[config.mk]
export PLATFORM = sky130hd
export DESIGN_NAME = muldiv_hilo_unit_flat
export DESIGN_NICKNAME = d
export VERILOG_FILES = /design/src/rtl/muldiv_hilo_unit_pkg.sv /design/src/rtl/muldiv_hilo_unit_if.sv /design/src/rtl/muldiv_hilo_unit_step.sv /design/src/rtl/muldiv_hilo_unit.sv /design/src/flat_wrapper.sv
export SDC_FILE = /design/constraint.sdc
export NUM_CORES = 1
export LEC_CHECK = 0
export BUFFER_PORTS_ARGS = -buffer_cell sky130_fd_sc_hd__buf_4
export CORE_MARGIN = 2
export CORE_UTILIZATION = 43
export DETAILED_ROUTE_END_ITERATION = 16
export PLACE_DENSITY_LB_ADDON = 0.15
export RECOVER_POWER = 50
export SYNTH_ARGS = -nofsm -noshare
export SYNTH_HDL_FRONTEND = slang
export SYNTH_SLANG_ARGS = --single-unit
[constraint.sdc]
create_clock -name clock -period 11.3 [get_ports clock]
set_input_delay 0.565 -clock clock [delete_from_list [all_inputs] [get_ports clock]]
set_output_delay 0.565 -clock clock [all_outputs]
set_load 0.03 [all_outputs]
[src/rtl/muldiv_hilo_unit_pkg.sv]
// muldiv_hilo_unit_pkg: opcodes, FSM states and sign helper shared by the HI/LO unit
package muldiv_hilo_unit_pkg;
  localparam int MAX_W = 64;
  typedef enum logic [3:0] {
    OP_MULT  = 4'd0,
    OP_MULTU = 4'd1,
    OP_DIV   = 4'd2,
    OP_DIVU  = 4'd3,
    OP_MADD  = 4'd4,
    OP_MADDU = 4'd5,
    OP_MSUB  = 4'd6,
    OP_MSUBU = 4'd7,
    OP_MTHI  = 4'd8,
    OP_MTLO  = 4'd9
  } op_t;
  typedef enum logic [1:0] {IDLE, RUN, FINISH} state_t;
  // two's-complement negate when neg is set; callers zero-extend in and truncate out
  function automatic logic [2*MAX_W-1:0] cneg(input logic neg, input logic [2*MAX_W-1:0] v);
    return neg ? -v : v;
  endfunction
endpackage

[src/rtl/muldiv_hilo_unit_if.sv]
// muldiv_hilo_unit_if: op issue, HI/LO read and status bus of the multiply/divide unit
interface muldiv_hilo_unit_if #(parameter int WIDTH = 32);
  logic             op_valid;
  logic [3:0]       op;
  logic [WIDTH-1:0] a;
  logic [WIDTH-1:0] b;
  logic             flush;
  logic             rd_req;
  logic [WIDTH-1:0] hi;
  logic [WIDTH-1:0] lo;
  logic             busy;
  logic             done;
  logic             stall;
  modport master (output op_valid, op, a, b, flush, rd_req, input hi, lo, busy, done, stall);
  modport slave (input op_valid, op, a, b, flush, rd_req, output hi, lo, busy, done, stall);
endinterface

[src/rtl/muldiv_hilo_unit_step.sv]
// muldiv_hilo_unit_step: one restoring-divide or shift-add iteration on the {hi,lo} work pair
module muldiv_hilo_unit_step #(parameter int WIDTH = 32) (
  input  logic             i_div,
  input  logic [WIDTH-1:0] i_hi,
  input  logic [WIDTH-1:0] i_lo,
  input  logic [WIDTH-1:0] i_m,
  output logic [WIDTH-1:0] o_hi,
  output logic [WIDTH-1:0] o_lo
);
  logic [WIDTH:0] w_sum, w_shl, w_dif;
  // divide shifts the dividend MSB into the remainder; multiply adds and shifts right LSB-first
  always_comb begin
    w_sum = {1'b0, i_hi} + {1'b0, i_m & {WIDTH{i_lo[0]}}};
    w_shl = {i_hi, i_lo[WIDTH-1]};
    w_dif = w_shl - {1'b0, i_m};
    o_hi = i_div ? (w_dif[WIDTH] ? w_shl[WIDTH-1:0] : w_dif[WIDTH-1:0]) : w_sum[WIDTH:1];
    o_lo = i_div ? {i_lo[WIDTH-2:0], ~w_dif[WIDTH]} : {w_sum[0], i_lo[WIDTH-1:1]};
  end
endmodule

[src/rtl/muldiv_hilo_unit.sv]
// muldiv_hilo_unit: iterative multiply/divide engine owning the HI/LO register pair
module muldiv_hilo_unit
  import muldiv_hilo_unit_pkg::*;
#(
  parameter int WIDTH = 32,
  parameter int STEP  = 1
) (
  input logic clock,
  input logic reset,
  muldiv_hilo_unit_if.slave bus
);
  localparam int N  = WIDTH / STEP;
  localparam int CW = (N > 1) ? $clog2(N) : 1;
  localparam int W2 = 2 * WIDTH;
  localparam int TW = 2 * MAX_W;
  localparam logic [CW-1:0] C_LAST = CW'(N - 1);
  if (WIDTH % STEP != 0 || (STEP != 1 && STEP != 2 && STEP != 4) || WIDTH < 2 || WIDTH > MAX_W) begin : g_bad_cfg
    $error("muldiv_hilo_unit: unsupported WIDTH/STEP combination");
  end
  state_t           r_state, w_next;
  logic [CW-1:0]    r_cnt;
  logic [1:0]       r_mode;
  logic [WIDTH-1:0] r_hi, r_lo, r_ph, r_pl, r_m, w_ma, w_mb;
  logic             r_nq, r_nr, w_acc, w_it, w_div, w_dz, w_na, w_nb, w_busy, w_done, w_rdiv;
  logic [W2-1:0]    w_sp, w_res;
  logic [WIDTH-1:0] w_ch [STEP+1];
  logic [WIDTH-1:0] w_cl [STEP+1];
  // accept decode and operand magnitudes for the unsigned core
  always_comb begin
    w_acc = r_state == IDLE && bus.op_valid && !bus.flush;
    w_it  = w_acc && !bus.op[3];
    w_div = bus.op[2:1] == 2'b01;
    w_dz  = w_div && bus.b == '0;
    w_na  = !bus.op[0] && bus.a[WIDTH-1];
    w_nb  = !bus.op[0] && bus.b[WIDTH-1];
    w_ma  = WIDTH'(cneg(w_na, TW'(bus.a)));
    w_mb  = WIDTH'(cneg(w_nb, TW'(bus.b)));
  end
  // state register
  always_ff @(posedge clock) r_state <= reset ? IDLE : w_next;
  // next state: flush always wins, divide-by-zero skips the iterations
  always_comb begin
    w_next = r_state;
    if (bus.flush) w_next = IDLE;
    else if (r_state == IDLE) w_next = w_it ? (w_dz ? FINISH : RUN) : IDLE;
    else if (r_state == RUN) w_next = r_cnt == '0 ? FINISH : RUN;
    else w_next = IDLE;
  end
  // FSM outputs: busy spans RUN and FINISH, commit is suppressed by flush
  always_comb begin
    w_busy = r_state != IDLE;
    w_done = r_state == FINISH && !bus.flush;
  end
  // signed result fix-up and accumulate applied in FINISH
  always_comb begin
    w_rdiv = r_mode == 2'b01;
    w_sp   = W2'(cneg(r_nq, TW'({r_ph, r_pl})));
    w_res  = w_rdiv ? {WIDTH'(cneg(r_nr, TW'(r_ph))), WIDTH'(cneg(r_nq, TW'(r_pl)))}
           : r_mode == 2'b10 ? {r_hi, r_lo} + w_sp
           : r_mode == 2'b11 ? {r_hi, r_lo} - w_sp : w_sp;
  end
  assign w_ch[0] = r_ph;
  assign w_cl[0] = r_pl;
  for (genvar i = 0; i < STEP; i++) begin : g_step
    muldiv_hilo_unit_step #(.WIDTH(WIDTH)) u_step (
      .i_div(w_rdiv), .i_hi(w_ch[i]), .i_lo(w_cl[i]), .i_m(r_m), .o_hi(w_ch[i+1]), .o_lo(w_cl[i+1])
    );
  end
  // operand latch, iteration datapath and HI/LO writes
  always_ff @(posedge clock) begin
    if (reset) begin
      r_hi  <= '0;
      r_lo  <= '0;
      r_cnt <= '0;
    end else begin
      if (w_acc && bus.op == OP_MTHI) r_hi <= bus.a;
      if (w_acc && bus.op == OP_MTLO) r_lo <= bus.a;
      if (w_it) begin
        r_mode <= bus.op[2:1];
        r_ph   <= w_dz ? bus.a : '0;
        r_pl   <= w_dz ? '1 : w_div ? w_ma : w_mb;
        r_m    <= w_div ? w_mb : w_ma;
        r_nq   <= !w_dz && (w_na ^ w_nb);
        r_nr   <= !w_dz && w_na;
        r_cnt  <= C_LAST;
      end else if (r_state == RUN) begin
        r_ph  <= w_ch[STEP];
        r_pl  <= w_cl[STEP];
        r_cnt <= r_cnt - CW'(1);
      end
      if (w_done) {r_hi, r_lo} <= w_res;
    end
  end
  assign bus.hi    = r_hi;
  assign bus.lo    = r_lo;
  assign bus.busy  = w_busy;
  assign bus.done  = w_done;
  assign bus.stall = w_busy && (bus.rd_req || bus.op_valid);
endmodule

[src/flat_wrapper.sv]
// flat-port wrapper written by rule: the top's interface ports become plain ports
module muldiv_hilo_unit_flat import muldiv_hilo_unit_pkg::*;
#(
  parameter int WIDTH = 32,
  parameter int STEP  = 1
)
  (clock, reset, bus_op_valid, bus_op, bus_a, bus_b, bus_flush, bus_rd_req, bus_hi, bus_lo, bus_busy, bus_done, bus_stall);
  muldiv_hilo_unit_if #(.WIDTH(WIDTH)) bus_i ();
  input logic clock;
  input logic reset;
  input wire logic [$bits(bus_i.op_valid)-1:0] bus_op_valid;
  input wire logic [$bits(bus_i.op)-1:0] bus_op;
  input wire logic [$bits(bus_i.a)-1:0] bus_a;
  input wire logic [$bits(bus_i.b)-1:0] bus_b;
  input wire logic [$bits(bus_i.flush)-1:0] bus_flush;
  input wire logic [$bits(bus_i.rd_req)-1:0] bus_rd_req;
  output wire logic [$bits(bus_i.hi)-1:0] bus_hi;
  output wire logic [$bits(bus_i.lo)-1:0] bus_lo;
  output wire logic [$bits(bus_i.busy)-1:0] bus_busy;
  output wire logic [$bits(bus_i.done)-1:0] bus_done;
  output wire logic [$bits(bus_i.stall)-1:0] bus_stall;
  assign bus_i.op_valid = bus_op_valid;
  assign bus_i.op = bus_op;
  assign bus_i.a = bus_a;
  assign bus_i.b = bus_b;
  assign bus_i.flush = bus_flush;
  assign bus_i.rd_req = bus_rd_req;
  assign bus_hi = bus_i.hi;
  assign bus_lo = bus_i.lo;
  assign bus_busy = bus_i.busy;
  assign bus_done = bus_i.done;
  assign bus_stall = bus_i.stall;
  muldiv_hilo_unit #(.WIDTH(WIDTH), .STEP(STEP)) u_core (.clock(clock), .reset(reset), .bus(bus_i));
endmodule
After elaboration in Yosys (flattened, before gate mapping). Cells that the tools add are included.

Register bits: 171. Bits of input ports: 73. Logic and storage cells: 89.

$add $sub $neg: 10. Equality and inequality tests: 8. Multiplexer cells: 30. Bitwise gates (word level): 4. Reduce and logical (&&, ||, !) cells: 27.

Operator list (count): $mux 32 (19); $mux 64 (4); $neg 32->32 (4); $add 64x64->64 (1); $neg 64->64 (1); $sub 64x64->64 (1); $add 32x32->33 (1); $sub 33x32->33 (1); $and 32x32->32 (1); $logic_not 32->1 (1); $logic_and 1x1->1 (12); $mux 2 (5); $mux 5 (2); $eq 4x4->1 const B (2); $reduce_bool 2->1 (4); $eq 2x1->1 const B (3); $eq 2x2->1 const B (3); $logic_not 5->1 (1); $sub 5x1->5 const B (1); $logic_not 1->1 (4); $reduce_and 2->1 (2); $logic_not 2->1 (1); $not 1->1 (2); $reduce_or 2->1 (1); other kinds (2) (2).

Logic depth before layout (Yosys ltp).
Depth in word-level cells: 7. Gate-level depth with buffers: 24. Mapped depth without buffers: 23.

By module. From an unflattened synthesis, not the netlist that was laid out.

Cell total of the unflattened synthesis: 3414. Area total of the unflattened synthesis: 24439.7 um2.

Modules (own cells, without submodules): muldiv_hilo_unit (instances 1, cells each 2688, area each 19578.8 um2, sequential area each 4424.2 um2); muldiv_hilo_unit_step (instances 1, cells each 726, area each 4860.9 um2, sequential area each 0.0 um2).

Worst setup path after synthesis. OpenSTA, ideal clock, no wires.

Path kind: register to register. Start point: register u_core.r_state[0]. End point: register u_core.r_ph[0], enable pin. Setup time: 0.507 ns. Arrival: 4.678 ns. Required time: 10.793 ns. Setup slack: 6.115 ns. Stages on the path, launching flop included: 7. Buffers on the path: 2. Clock period less this slack: 5.185 ns. Path through: dfxtp_1 > or2_2 > nor3b_1 > nand2b_1 > clkbuf_1 > clkbuf_1 > a21oi_1.

Longest elaborated chain between the ends: 6.

RTL lines: start, declared (RTL line muldiv_hilo_unit.sv:20) `state_t r_state, w_next;`; start signal, assigned (RTL line muldiv_hilo_unit.sv:40) `always_ff @(posedge clock) r_state <= reset ? IDLE : w_next;`; $logic_not 2->1 (RTL line muldiv_hilo_unit.sv:30) `w_acc = r_state == IDLE && bus.op_valid && !bus.flush;`; $logic_and 1x1->1 (2 in a row) (RTL line muldiv_hilo_unit.sv:30); $logic_and 1x1->1 (RTL line muldiv_hilo_unit.sv:31) `w_it = w_acc && !bus.op[3];`; $reduce_bool 2->1 (no source line) (*); $reduce_and 2->1 (no source line) (*); end signal, assigned (RTL line muldiv_hilo_unit.sv:80) `r_ph <= w_dz ? bus.a : '0;`; end signal, assigned (RTL line muldiv_hilo_unit.sv:87) `r_ph <= w_ch[STEP];`; end, declared (RTL line muldiv_hilo_unit.sv:23) `logic [WIDTH-1:0] r_hi, r_lo, r_ph, r_pl, r_m, w_ma, w_mb;`.

Every way passes the cells marked *; elsewhere a longest branch is shown, timed or not. A chain may end at the register's enable or synchronous reset.

Worst setup path after layout.
Start point: register u_core.r_pl[0]. End point: register u_core.r_hi[31], in the netlist u_core.bus.hi[31].

Longest elaborated chain between the ends: 7.

RTL lines: start, declared (RTL line muldiv_hilo_unit.sv:23); start signal, assigned (RTL line muldiv_hilo_unit.sv:81) `r_pl <= w_dz ? '1 : w_div ? w_ma : w_mb;`; start signal, assigned (RTL line muldiv_hilo_unit.sv:88) `r_pl <= w_cl[STEP];`; $neg 64->64 (RTL line muldiv_hilo_unit_pkg.sv:19) `return neg ? -v : v;`; $mux 64 (*) (RTL line muldiv_hilo_unit_pkg.sv:19); $sub 64x64->64 (RTL line muldiv_hilo_unit.sv:60) `: r_mode == 2'b11 ? {r_hi, r_lo} - w_sp : w_sp;`; $mux 64 (RTL line muldiv_hilo_unit.sv:60); $mux 64 (*) (RTL line muldiv_hilo_unit.sv:59) `: r_mode == 2'b10 ? {r_hi, r_lo} + w_sp`; $mux 64 (*) (RTL line muldiv_hilo_unit.sv:58) `w_res = w_rdiv ? {WIDTH'(cneg(r_nr, TW'(r_ph))), WIDTH'(cneg(r_nq, TW'(r_pl)))}`; $mux 32 (*) (RTL line muldiv_hilo_unit.sv:91) `if (w_done) {r_hi, r_lo} <= w_res;`; end signal, assigned (RTL line muldiv_hilo_unit.sv:76) `if (w_acc && bus.op == OP_MTHI) r_hi <= bus.a;`; end signal, assigned (RTL line muldiv_hilo_unit.sv:91); end, declared (RTL line muldiv_hilo_unit.sv:23).

Marks and branches as above.

==> flow_summary.yaml <==
synthesis:
  syn-instance-count: 3257
  avgSynthCellArea_um2: 7.246
  netlist_area_um2: 23600
  synth_edf_count: 100
  synth_nets: 3513
  synth_commonest_cells: "nor2_1, nand2_1, a21oi_1"
  synth_ff_type: "edfxtp_1"
  synth_xor_area_share_pct: 9.834
  synth_compound_area_share_pct: 27.75
  synth.area.top_cells: "edfxtp_1, ha_1, a21oi_1"
  ys_ff_latch: 171
  ys.warnings.count: 0
  yosysTopAreaCell: "edfxtp_1"
  synth_top_family_by_area: "compound AO/OA/AOI/OAI gates"
  synth_mux_area_share_pct: 6.303
  async_reset_ff_share_pct: 0
  synthAdderAreaFrac_pct: 9.829
  ys_types: 93
  synthSimpleGateAreaFrac_pct: 21.25
  yosysSeqAreaShare_pct: 18.75
  synth_top_area_share_pct: 12.72
  synth_most_common_cell: "nor2_1"
placement:
  dp.cells: 3905
  gp_congestion: 0.9943
  port_buffers: 139
  hpwl_um: 76550
clock_tree:
  htreeDepth: 4
  path_clk_slew_ps: 90
  post_cts_resize_count: 0
  tritoncts: "built"
  cts_buffers: 17
  postCtsHoldBufs: 0
  cts_root_buffer: "clkbuf_16"
  cts_sinks: 171
  cts.path.max_buffers: 2
  insertion_delay_ps: 510
  postCtsSetupBuffers: 0
cells_and_area:
  layout.cells.non_filler: 3940
  nets: 3484
  fill_cells: 5527
  final_util_pct: 46.82
  layout-drive-gt1-share_pct: 5.832
  area_growth_pct: 7.184
floorplanning:
  die_area_um2: 56780
  initial_core_util_pct: 43.68
  die_y_um: 238.3
  pin_count: 140
  fp-row-count: 85
  coreArea_um2: 54030
  die_w_um: 238.3
drt:
  first_pass_iters: 6
  drtAntennaViolNets: 0
  num_vias: 25533
  wl_per_cell_um: 25.95
  drt-initial-drc-count: 3314
  drt-total-wl_um: 102300
  drc: 0
  viasPerCell: 6.480
sta:
  rsz0062_at_grt: "false"
  relSlewSlack_pct: -118.2
  final-setup-viol-count: 0
  fin_crit_sh_pct: 63.49
  setup_tns_ps: 0
  slew_violations: 271
  clock_skew_ps: 20.27
  period_needed_ps: 7175
  max_freq_mhz: 139.4
  hold_viol: 0
  tightest_slew_ps: 3274
  whs_ps: 249.6
global_route:
  grt_max_degree: 76
  grt_pass1_wl_um: 149000
  track_usage_pct: 34.95
  grt_pass1_vias: 23396
  grt-ovfl-total: 0
  antenna_found_initial: 8
critical_path:
  cp_max_fo: 32
  crit_slowest_cell: "inv_1"
  reg2regPathDepth: 22
  arrival_ps: 7570
  cp.required_ps: 11700
  cpMostUsedCell: "o21ai_0"
  startpoint_type: "register"
  endpoint_kind: "register"
  criticalPathCategory: "register to register"
  cpPeakStageDelay_ps: 860
  path_cells: "inv_1 > ha_1 > nor2b_1 > nand2_1 > nor3_1 > a211oi_1 > nor2_1 > inv_1 > ha_1 > and3_1 > a221oi_1 > o21ai_0 > a311oi_1 > o21ai_0 > a221o_1 > o21ai_0 > nand3_1 > a311oi_1 > o21bai_1 > xor2_1 > mux2i_1 > a221oi_1"
pwr:
  pwr-share-clk_pct: 35.5
  swShare_pct: 37.59
  combinationalPowerShare_pct: 26.1
  p_leak_nw: 10.36
  total_power_mw: 1.835
  power.internal_mw: 1.145
  powerDensity_nw_per_um2: 72.53
  ir_drop_mv: 0.1185
  p_switching_mw: 0.6898
  p_seq_share_pct: 38.4
outcome:
  status: "finished, violations left"
  failed_checks: "max-capacitance violations, max-slew violations"
worst_hold_path:
  min_path_cells: 2
  holdCritPathClass: "input port to register"
flow_run:
  cap_violations: 7
cell usage in the layout, fill, tap and decap left out, drive strengths merged, types with 9 or more instances in the layout:
cell type,synthesis,final
nand4,29,29
or2,18,18
o221ai,10,10
nor2,334,334
nor4,37,37
mux2i,134,134
a21o,59,59
a221oi,9,9
a2111oi,10,10
buf,20,89
nor3,74,74
xor2,90,90
a211oi,94,94
o31ai,32,32
nand3,64,64
o41ai,15,15
o22ai,20,20
mux2,11,11
inv,178,185
xnor2,175,175
or3,32,32
a21oi,310,310
or4,23,23
o21bai,45,45
nor2b,37,37
a31oi,52,52
and2,17,17
and3,24,24
nand2b,36,36
dfxtp,71,71
edfxtp,100,100
clkinv,2,10
clkbuf,191,91
o21ai,230,230
nand2,322,322
a41oi,9,9
ha,179,179
o211ai,26,26
o21a,32,32
critical path, delay by kind of cell (launching register included):
| kind | cells | cell delay, ps |
|---|---|---|
| compound gates | 10 | 2770 |
| xor+xnor | 1 | 160 |
| fa+ha+maj | 2 | 800 |
| buf+inv | 2 | 980 |
| flops | 1 | 520 |
| mux | 1 | 120 |
| simple gates | 6 | 1730 |
power groups by stage:
stage               clock network [mW]  registers [mW]  logic (mW)
floorplan                            0           0.708       0.305
global placement                     0           0.716       0.463
detailed placement                   0           0.716       0.467
CTS                              0.661           0.702       0.469
global route                     0.678           0.705       0.514
finish                           0.652           0.704       0.479
flip-flops by register name, summed over array words and instances, names as in the netlist:
name / cells
u_core.r_cnt: 5
u_core.r_m: 32
u_core.r_state: 2
u_core.r_nr: 1
u_core.r_nq: 1
u_core.bus.lo: 32
u_core.r_pl: 32
u_core.bus.hi: 32
u_core.r_ph: 32
u_core.r_mode: 2
area by class of cell:
type	count	area, um^2	share of cell area (%)
clock buffers	17	425.4	1.682
clock inverters	15	188.9	0.7469
inverters	180	675.6	2.671
well taps	696	870.8	3.442
diodes	3	7.507	0.02968
repair buffers	163	945.9	3.739
flip-flops and latches	171	4424	17.49
multi-input cells	2695	17760	70.20
layer usage:
metal | global-route usage, % | part of all wire [%]
met1 | 49.74 | 43
met2 | 49.46 | 41
met3 | 8.329 | 11
met4 | 15.98 | 4.6
met5 | 0 | 0.052
final timing paths:
| check | slack (ps) | from | endpoint |
|---|---|---|---|
| max | 4130 | u_core.r_pl[0] | u_core.bus.hi[31] |
| min reg2reg | 570 | u_core.bus.lo[17] | u_core.bus.lo[17] |
| min | 250 | bus_flush | u_core.r_state[1] |
| max reg2reg | 4130 | u_core.r_pl[0] | u_core.bus.hi[31] |
logic make-up (layout without fill, tap and decap cells):
family,Yosys count,count (layout)
AO/OA/AOI/OAI,1034,1034
adder cells (fa/ha/maj),183,183
AND/OR/NAND/NOR,1067,1067
XOR/XNOR,265,265
other,0,3
buffers and inverters,391,375
flip-flops,171,171
multiplexers,146,146
metrics by stage:
step                      setup slack (ps)  instance area (um^2)
after floorplan                       6115                 23600
after global placement                4550                 24980
after detailed placement              4375                 24980
after CTS                             4334                 25590
after global routing                  3661                 25290
final                                 4125                 25300
Power figures use the tool's default switching activity.
